## config.mk

```make
export PLATFORM = sky130hd
export DESIGN_NAME = a_memory_stage_flat
export DESIGN_NICKNAME = d
export VERILOG_FILES = /design/src/rtl/a_memory_stage_if.sv /design/src/rtl/a_memory_stage.sv /design/src/flat_wrapper.sv
export SDC_FILE = /design/constraint.sdc
export NUM_CORES = 1
export LEC_CHECK = 0
export CAP_MARGIN = 40
export CORE_AREA = 2 2 162 164
export DETAILED_ROUTE_END_ITERATION = 8
export DIE_AREA = 0 0 164 166
export HOLD_SLACK_MARGIN = 0.02
export PLACE_DENSITY = 0.66
export SYNTH_ARGS = -nofsm -noshare
export SYNTH_HDL_FRONTEND = slang
export SYNTH_SLANG_ARGS = --single-unit
```

## constraint.sdc

```tcl
create_clock -name CLK -period 3.86 [get_ports CLK]
set_clock_uncertainty 0.05 [all_clocks]
set_input_delay 0.579 -clock CLK [delete_from_list [all_inputs] [get_ports CLK]]
set_output_delay 0.579 -clock CLK [all_outputs]
set_load 0.005 [all_outputs]
```

## src/rtl/a_memory_stage_if.sv

```systemverilog
// a_memory_stage_if: EX/MEM bundle, data-cache handshake, snoop and MEM/WB bundle of the memory stage
interface a_memory_stage_if;
    logic        ex_valid, ex_MemRead, ex_MemWrite, ex_LL, ex_SC, ex_RegWEN, ex_halt;
    logic [31:0] ex_port_o, ex_store_data, ex_NPC, ex_Imm_Ext;
    logic [1:0]  ex_MemtoReg;
    logic [4:0]  ex_Rw;
    logic        dREN, dWEN, dhit;
    logic [31:0] daddr, dstore, dmemload;
    logic        snoop_inv;
    logic [31:0] snoop_addr;
    logic        mem_stall;
    logic        wb_valid, wb_RegWEN, wb_halt;
    logic [31:0] wb_port_o, wb_NPC, wb_dmemload, wb_Imm_Ext;
    logic [1:0]  wb_MemtoReg;
    logic [4:0]  wb_Rw;
    modport slave (
        input  ex_valid, ex_MemRead, ex_MemWrite, ex_LL, ex_SC, ex_RegWEN, ex_halt,
               ex_port_o, ex_store_data, ex_NPC, ex_Imm_Ext, ex_MemtoReg, ex_Rw,
               dhit, dmemload, snoop_inv, snoop_addr,
        output dREN, dWEN, daddr, dstore, mem_stall,
               wb_valid, wb_RegWEN, wb_halt, wb_port_o, wb_NPC, wb_dmemload, wb_Imm_Ext,
               wb_MemtoReg, wb_Rw
    );
    modport master (
        output ex_valid, ex_MemRead, ex_MemWrite, ex_LL, ex_SC, ex_RegWEN, ex_halt,
               ex_port_o, ex_store_data, ex_NPC, ex_Imm_Ext, ex_MemtoReg, ex_Rw,
               dhit, dmemload, snoop_inv, snoop_addr,
        input  dREN, dWEN, daddr, dstore, mem_stall,
               wb_valid, wb_RegWEN, wb_halt, wb_port_o, wb_NPC, wb_dmemload, wb_Imm_Ext,
               wb_MemtoReg, wb_Rw
    );
endinterface

```

## src/rtl/a_memory_stage.sv

```systemverilog
// a_memory_stage: MEM pipeline stage with data-cache handshake, LL/SC link tracking and MEM/WB register
module a_memory_stage (
    input logic CLK,
    input logic nRST,
    a_memory_stage_if.slave m
);
    typedef enum logic [1:0] {IDLE, WAIT, HALTED} state_t;
    typedef struct packed {
        logic        valid;
        logic        RegWEN;
        logic        halt;
        logic [31:0] port_o;
        logic [31:0] NPC;
        logic [31:0] dmemload;
        logic [31:0] Imm_Ext;
        logic [1:0]  MemtoReg;
        logic [4:0]  Rw;
    } wb_t;
    state_t      state_q, state_d;
    wb_t         wb_q, wb_d;
    logic        link_valid_q, link_valid_d;
    logic [31:0] link_addr_q, link_addr_d;
    logic [31:0] daddr, snoop_word;
    logic        sc_go, memop, run, rd, wr, stall, done, halt_now;
    assign daddr      = m.ex_port_o & 32'hFFFF_FFFC;
    assign snoop_word = m.snoop_addr & 32'hFFFF_FFFC;
    assign sc_go      = m.ex_SC & link_valid_q & (link_addr_q == daddr);
    assign memop      = m.ex_valid & (m.ex_MemRead | m.ex_MemWrite | m.ex_LL | sc_go);
    assign run        = state_q != HALTED;
    assign rd         = run & memop & (m.ex_MemRead | m.ex_LL);
    assign wr         = run & memop & (m.ex_MemWrite | sc_go) & !rd;
    assign stall      = run & memop & !m.dhit;
    assign done       = run & !stall & m.ex_valid;
    assign halt_now   = done & m.ex_halt;
    // Request outputs drop the instant reset asserts, abandoning any pending access
    assign m.daddr     = daddr;
    assign m.dstore    = m.ex_store_data;
    assign m.dREN      = rd & nRST;
    assign m.dWEN      = wr & nRST;
    assign m.mem_stall = stall & nRST;
    always_comb begin
        state_d      = state_q;
        wb_d         = wb_q;
        link_valid_d = link_valid_q;
        link_addr_d  = link_addr_q;
        if (stall) begin
            state_d     = WAIT;
            wb_d.valid  = 1'b0;
            wb_d.RegWEN = 1'b0;
        end else if (run) begin
            state_d = halt_now ? HALTED : (m.dhit ? IDLE : state_q);
            wb_d = '{valid: m.ex_valid & !halt_now, RegWEN: m.ex_RegWEN & !halt_now, halt: halt_now,
                     port_o: m.ex_SC ? {31'd0, sc_go} : m.ex_port_o, NPC: m.ex_NPC,
                     dmemload: m.dmemload, Imm_Ext: m.ex_Imm_Ext,
                     MemtoReg: m.ex_SC ? 2'd0 : m.ex_MemtoReg, Rw: m.ex_Rw};
        end
        if ((done & (m.ex_SC | (m.ex_MemWrite & (daddr == link_addr_q)))) |
            (m.snoop_inv & (snoop_word == link_addr_q)))
            link_valid_d = 1'b0;
        // A completing LL wins over a same-cycle invalidate of its own word
        if (done & m.ex_LL) begin
            link_valid_d = 1'b1;
            link_addr_d  = daddr;
        end
    end
    always_ff @(posedge CLK or negedge nRST) begin
        if (!nRST) begin
            state_q      <= IDLE;
            wb_q         <= '0;
            link_valid_q <= 1'b0;
            link_addr_q  <= '0;
        end else begin
            state_q      <= state_d;
            wb_q         <= wb_d;
            link_valid_q <= link_valid_d;
            link_addr_q  <= link_addr_d;
        end
    end
    assign m.wb_valid    = wb_q.valid;
    assign m.wb_RegWEN   = wb_q.RegWEN;
    assign m.wb_halt     = wb_q.halt;
    assign m.wb_port_o   = wb_q.port_o;
    assign m.wb_NPC      = wb_q.NPC;
    assign m.wb_dmemload = wb_q.dmemload;
    assign m.wb_Imm_Ext  = wb_q.Imm_Ext;
    assign m.wb_MemtoReg = wb_q.MemtoReg;
    assign m.wb_Rw       = wb_q.Rw;
endmodule
```

## src/flat_wrapper.sv

```systemverilog
// flat-port wrapper written by rule: the top's interface ports become plain ports
module a_memory_stage_flat 
  (CLK, nRST, m_ex_valid, m_ex_MemRead, m_ex_MemWrite, m_ex_LL, m_ex_SC, m_ex_RegWEN, m_ex_halt, m_ex_port_o, m_ex_store_data, m_ex_NPC, m_ex_Imm_Ext, m_ex_MemtoReg, m_ex_Rw, m_dhit, m_dmemload, m_snoop_inv, m_snoop_addr, m_dREN, m_dWEN, m_daddr, m_dstore, m_mem_stall, m_wb_valid, m_wb_RegWEN, m_wb_halt, m_wb_port_o, m_wb_NPC, m_wb_dmemload, m_wb_Imm_Ext, m_wb_MemtoReg, m_wb_Rw);
  a_memory_stage_if m_i ();
  input logic CLK;
  input logic nRST;
  input wire logic [$bits(m_i.ex_valid)-1:0] m_ex_valid;
  input wire logic [$bits(m_i.ex_MemRead)-1:0] m_ex_MemRead;
  input wire logic [$bits(m_i.ex_MemWrite)-1:0] m_ex_MemWrite;
  input wire logic [$bits(m_i.ex_LL)-1:0] m_ex_LL;
  input wire logic [$bits(m_i.ex_SC)-1:0] m_ex_SC;
  input wire logic [$bits(m_i.ex_RegWEN)-1:0] m_ex_RegWEN;
  input wire logic [$bits(m_i.ex_halt)-1:0] m_ex_halt;
  input wire logic [$bits(m_i.ex_port_o)-1:0] m_ex_port_o;
  input wire logic [$bits(m_i.ex_store_data)-1:0] m_ex_store_data;
  input wire logic [$bits(m_i.ex_NPC)-1:0] m_ex_NPC;
  input wire logic [$bits(m_i.ex_Imm_Ext)-1:0] m_ex_Imm_Ext;
  input wire logic [$bits(m_i.ex_MemtoReg)-1:0] m_ex_MemtoReg;
  input wire logic [$bits(m_i.ex_Rw)-1:0] m_ex_Rw;
  input wire logic [$bits(m_i.dhit)-1:0] m_dhit;
  input wire logic [$bits(m_i.dmemload)-1:0] m_dmemload;
  input wire logic [$bits(m_i.snoop_inv)-1:0] m_snoop_inv;
  input wire logic [$bits(m_i.snoop_addr)-1:0] m_snoop_addr;
  output wire logic [$bits(m_i.dREN)-1:0] m_dREN;
  output wire logic [$bits(m_i.dWEN)-1:0] m_dWEN;
  output wire logic [$bits(m_i.daddr)-1:0] m_daddr;
  output wire logic [$bits(m_i.dstore)-1:0] m_dstore;
  output wire logic [$bits(m_i.mem_stall)-1:0] m_mem_stall;
  output wire logic [$bits(m_i.wb_valid)-1:0] m_wb_valid;
  output wire logic [$bits(m_i.wb_RegWEN)-1:0] m_wb_RegWEN;
  output wire logic [$bits(m_i.wb_halt)-1:0] m_wb_halt;
  output wire logic [$bits(m_i.wb_port_o)-1:0] m_wb_port_o;
  output wire logic [$bits(m_i.wb_NPC)-1:0] m_wb_NPC;
  output wire logic [$bits(m_i.wb_dmemload)-1:0] m_wb_dmemload;
  output wire logic [$bits(m_i.wb_Imm_Ext)-1:0] m_wb_Imm_Ext;
  output wire logic [$bits(m_i.wb_MemtoReg)-1:0] m_wb_MemtoReg;
  output wire logic [$bits(m_i.wb_Rw)-1:0] m_wb_Rw;
  assign m_i.ex_valid = m_ex_valid;
  assign m_i.ex_MemRead = m_ex_MemRead;
  assign m_i.ex_MemWrite = m_ex_MemWrite;
  assign m_i.ex_LL = m_ex_LL;
  assign m_i.ex_SC = m_ex_SC;
  assign m_i.ex_RegWEN = m_ex_RegWEN;
  assign m_i.ex_halt = m_ex_halt;
  assign m_i.ex_port_o = m_ex_port_o;
  assign m_i.ex_store_data = m_ex_store_data;
  assign m_i.ex_NPC = m_ex_NPC;
  assign m_i.ex_Imm_Ext = m_ex_Imm_Ext;
  assign m_i.ex_MemtoReg = m_ex_MemtoReg;
  assign m_i.ex_Rw = m_ex_Rw;
  assign m_i.dhit = m_dhit;
  assign m_i.dmemload = m_dmemload;
  assign m_i.snoop_inv = m_snoop_inv;
  assign m_i.snoop_addr = m_snoop_addr;
  assign m_dREN = m_i.dREN;
  assign m_dWEN = m_i.dWEN;
  assign m_daddr = m_i.daddr;
  assign m_dstore = m_i.dstore;
  assign m_mem_stall = m_i.mem_stall;
  assign m_wb_valid = m_i.wb_valid;
  assign m_wb_RegWEN = m_i.wb_RegWEN;
  assign m_wb_halt = m_i.wb_halt;
  assign m_wb_port_o = m_i.wb_port_o;
  assign m_wb_NPC = m_i.wb_NPC;
  assign m_wb_dmemload = m_i.wb_dmemload;
  assign m_wb_Imm_Ext = m_i.wb_Imm_Ext;
  assign m_wb_MemtoReg = m_i.wb_MemtoReg;
  assign m_wb_Rw = m_i.wb_Rw;
  a_memory_stage u_core (.CLK(CLK), .nRST(nRST), .m(m_i));
endmodule
```

==> impl_metrics.json <==
{
  "syn_to_final_growth_pct": 51.84,
  "crit_family": "simple AND/OR/NAND/NOR gates",
  "wl_met1_um": 9551,
  "hp-class": "reg2reg",
  "cp.depth": 8,
  "fmax_ghz": 0.2735,
  "yosys_warnings": 0,
  "required_ns": 3.23,
  "cpMostUsedCell": "clkdlybuf4s50_1",
  "synth_top_area_share_pct": 53.32,
  "reg2reg_from": "u_core.link_addr_q[13]$_DFFE_PN0P_",
  "finalSetupViolCount": 0,
  "grt.total_usage_pct": 17.12,
  "grt-ovfl-total": 0,
  "fp-row-count": 59,
  "cts.clk_slew.worst_paths_ns": 0.07,
  "outcome": "finished, final reports clean",
  "syn_inst": 581,
  "p_total_mw": 8.223,
  "drive_gt1_share_pct": 24.45,
  "synth_mux_area_share_pct": 24.88,
  "power.density_mw_per_mm2": 674.8,
  "crit_fanout": 3,
  "cts_made_buffers": 17,
  "endpoint": "m_dWEN",
  "fill_cells": 2322,
  "wirelength_um": 22790,
  "maxCapViolations": 0,
  "clock_latency_ns": 0.42,
  "ant_nets": 0,
  "hold_viol_final": 0,
  "endpoint_kind": "output pin",
  "io_pins": 415,
  "synth_compound_area_share_pct": 1.684,
  "route.detailed.drc": 0,
  "synth.ff_latch_count": 171,
  "grt_max_degree": 54,
  "cts_buffer_depth": 2,
  "cts-htree-levels": 4,
  "fin_area_mm2": 0.01219,
  "io_buffers": 346,
  "cp.buffers_inverters": 2,
  "cp.arrival_ns": 3.03,
  "hold_slack_ns": 0.4369,
  "reg2regPathDepth": 8,
  "antenna_found_initial": 0,
  "avgRoutedWirePerCell_um": 18.39,
  "tns_ns": 0,
  "layout_commonest_cell": "clkdlybuf4s50_1",
  "worstReg2RegEnd": "u_core.m.wb_NPC[0]$_DFFE_PN0N_",
  "clockRootBuffer": "clkbuf_16",
  "coreArea_mm2": 0.02562,
  "startpoint": "m_ex_port_o[18]",
  "fin_crit_sh_pct": 94.72,
  "place_congestion": 0.8252,
  "synth_top_family_by_area": "multiplexers",
  "final_cell_mix": "clkdlybuf4s50_1, dfrtp_1, mux2_2, xor2_1, mux2_4",
  "maxSlewHeadroom_pct": 44.66,
  "die_y_um": 166,
  "synth_top_cells_by_area": "dfrtp_1, mux2_2, mux2_4",
  "slowest_stage": "clkdlybuf4s50_1",
  "met2WireLength_um": 10900,
  "die_w_um": 164,
  "routed_via_density": 4.445,
  "ir_drop_uv": 410.6,
  "cp_cell_sequence": "clkdlybuf4s50_1 > xor2_1 > nor4_2 > nand4_1 > nor3_4 > nor2_1 > nor4_1 > clkdlybuf4s50_1",
  "synth-simple-area-share_pct": 5.769,
  "clock-sinks": 171,
  "synth_area_mm2": 0.008025,
  "die_area_mm2": 0.02722,
  "maxSlewViolCount": 0,
  "worstSetupStartpointType": "input port",
  "drt_iter0_drc": 230,
  "p_leak_nw": 5.062,
  "rsz0062_at_grt": "false",
  "layout.nets": 1101,
  "synth_fa_ha_area_share_pct": 0,
  "grt_pass1_wl_um": 35510,
  "slowest_delay_ns": 0.55,
  "synth.distinct_cells": 37,
  "synthXorXnorAreaFrac_pct": 6.548,
  "min_period_ns": 3.656,
  "worst_slew_pin_slew_ns": 0.8284,
  "dp_hpwl_um": 17350,
  "vias": 5507,
  "dpl-instance-area_mm2": 0.01157,
  "grt_pass1_vias": 5910,
  "dr.pass1.iters": 6,
  "synth_seq_area_share_pct": 53.32,
  "cts_tree": "yes",
  "path_class": "in2out",
  "syn_avg_cell_area_um2": 13.81,
  "regToRegSetupSlack_ns": 1.13,
  "met3_length_um": 1568,
  "dp.cells": 1206,
  "start_util_pct": 31.33,
  "yosys.area.top_type": "dfrtp_1",
  "top_layer": "met4",
  "n_antenna_cell": 0,
  "fin_cells": 1239
}
-- worst reg2reg max path: stages (launching register included) --
cell and delay (ns):
dfrtp_1 0.41, xor2_1 0.17, nor4_1 0.35, nand4_1 0.30
nor3_4 0.29, buf_4 0.18, o22ai_4 0.17, buf_12 0.28
mux2_2 0.40
-- routing by layer --
metal  up-vias  track usage [%]
met3        46            5.445
met5         -                0
met2       201            27.02
li1       2552                -
met4         0            6.712
met1      2708            21.80
-- worst min-delay path by stage --
stage / from / cells after the start / end / slack (ns)
2_1_floorplan: nRST / 0 / u_core.link_addr_q[10]$_DFFE_PN0P_ / 0.23
3_3_place_gp: u_core.m.wb_dmemload[17]$_DFFE_PN0N_ / 1 / u_core.m.wb_dmemload[17]$_DFFE_PN0N_ / 0.42
3_5_place_dp: u_core.m.wb_dmemload[19]$_DFFE_PN0N_ / 1 / u_core.m.wb_dmemload[19]$_DFFE_PN0N_ / 0.42
4_1_cts: u_core.m.wb_dmemload[19]$_DFFE_PN0N_ / 1 / u_core.m.wb_dmemload[19]$_DFFE_PN0N_ / 0.44
5_1_grt: u_core.m.wb_dmemload[19]$_DFFE_PN0N_ / 1 / u_core.m.wb_dmemload[19]$_DFFE_PN0N_ / 0.46
6_report: u_core.m.wb_dmemload[17]$_DFFE_PN0N_ / 1 / u_core.m.wb_dmemload[17]$_DFFE_PN0N_ / 0.44
-- per-stage QoR --
stage | worst slack (ns) | utilization, %
2_1_floorplan | 1.432 | -
3_3_place_gp | 0.1131 | 45.05
3_5_place_dp | 0.07422 | 45.16
4_1_cts | 0.06615 | 47.55
5_1_grt | 0.005068 | 47.57
6_report | 0.2040 | 47.57
-- synthesized netlist by cell type --
cell and n:
nand2b_1 1, o31ai_1 1, buf_6 6, dfrtp_1 171, nor3_4 1, nor4_1 12
mux2_1 9, o22ai_2 1, or2_2 1, nor3b_1 1, a32o_1 1, buf_1 1
o311ai_0 1, o21ai_0 5, mux2_4 40, a21o_1 2, o21bai_1 1, nor2b_1 36
buf_4 64, nor2_1 5, nand2_1 10, a21oi_1 4, a21boi_0 1, o22a_1 1
a31oi_1 1, buf_2 8, conb_1 1, or3_1 1, inv_1 2, nand4_1 8
xnor2_1 19, mux2_2 115, o22ai_1 1, nand3_1 1, xor2_1 41, clkbuf_1 6
nor4b_1 1
-- area by class of cell --
class	instances	area (um2)	area share, %
clock inverters	13	147.6	1.212
multi-input cells	324	3142	25.78
inverters	2	7.507	0.06161
well taps	335	419.2	3.440
clock buffers	19	452.9	3.717
repair buffers	375	3737	30.67
flip-flops and latches	171	4279	35.12
-- cells by family after synthesis --
kind of cell,Yosys count
buf+inv,87
mux,164
simple gates,78
compound gates,20
xor+xnor,60
other cells,1
flops,171
-- state kept, by name, indices dropped and copies added, names as in the netlist --
register and count:
u_core.m.wb_Imm_Ext 32, u_core.m.wb_NPC 32, u_core.m.wb_dmemload 32, u_core.m.wb_port_o 32
u_core.link_addr_q 30, u_core.m.wb_Rw 5, u_core.m.wb_MemtoReg 2, u_core.state_q 2
u_core.link_valid_q 1, u_core.m.wb_RegWEN 1, u_core.m.wb_halt 1, u_core.m.wb_valid 1
-- where the power goes --
group	total, mW	switching (mW)	internal, mW
clock	1.72	0.816	0.904
sequential	3.25	0.564	2.68
combinational	3.26	0.946	2.31
-- timing repair --
action | 4_1_cts | 5_1_grt
setup endpoints to repair | 0 | 2
hold buffers | 1 | 0
setup buffers | 0 | 0
hold endpoints to repair | 9 | 0
gates resized for setup | 0 | 1
Note: power is estimated with default switching activity, not from simulation.
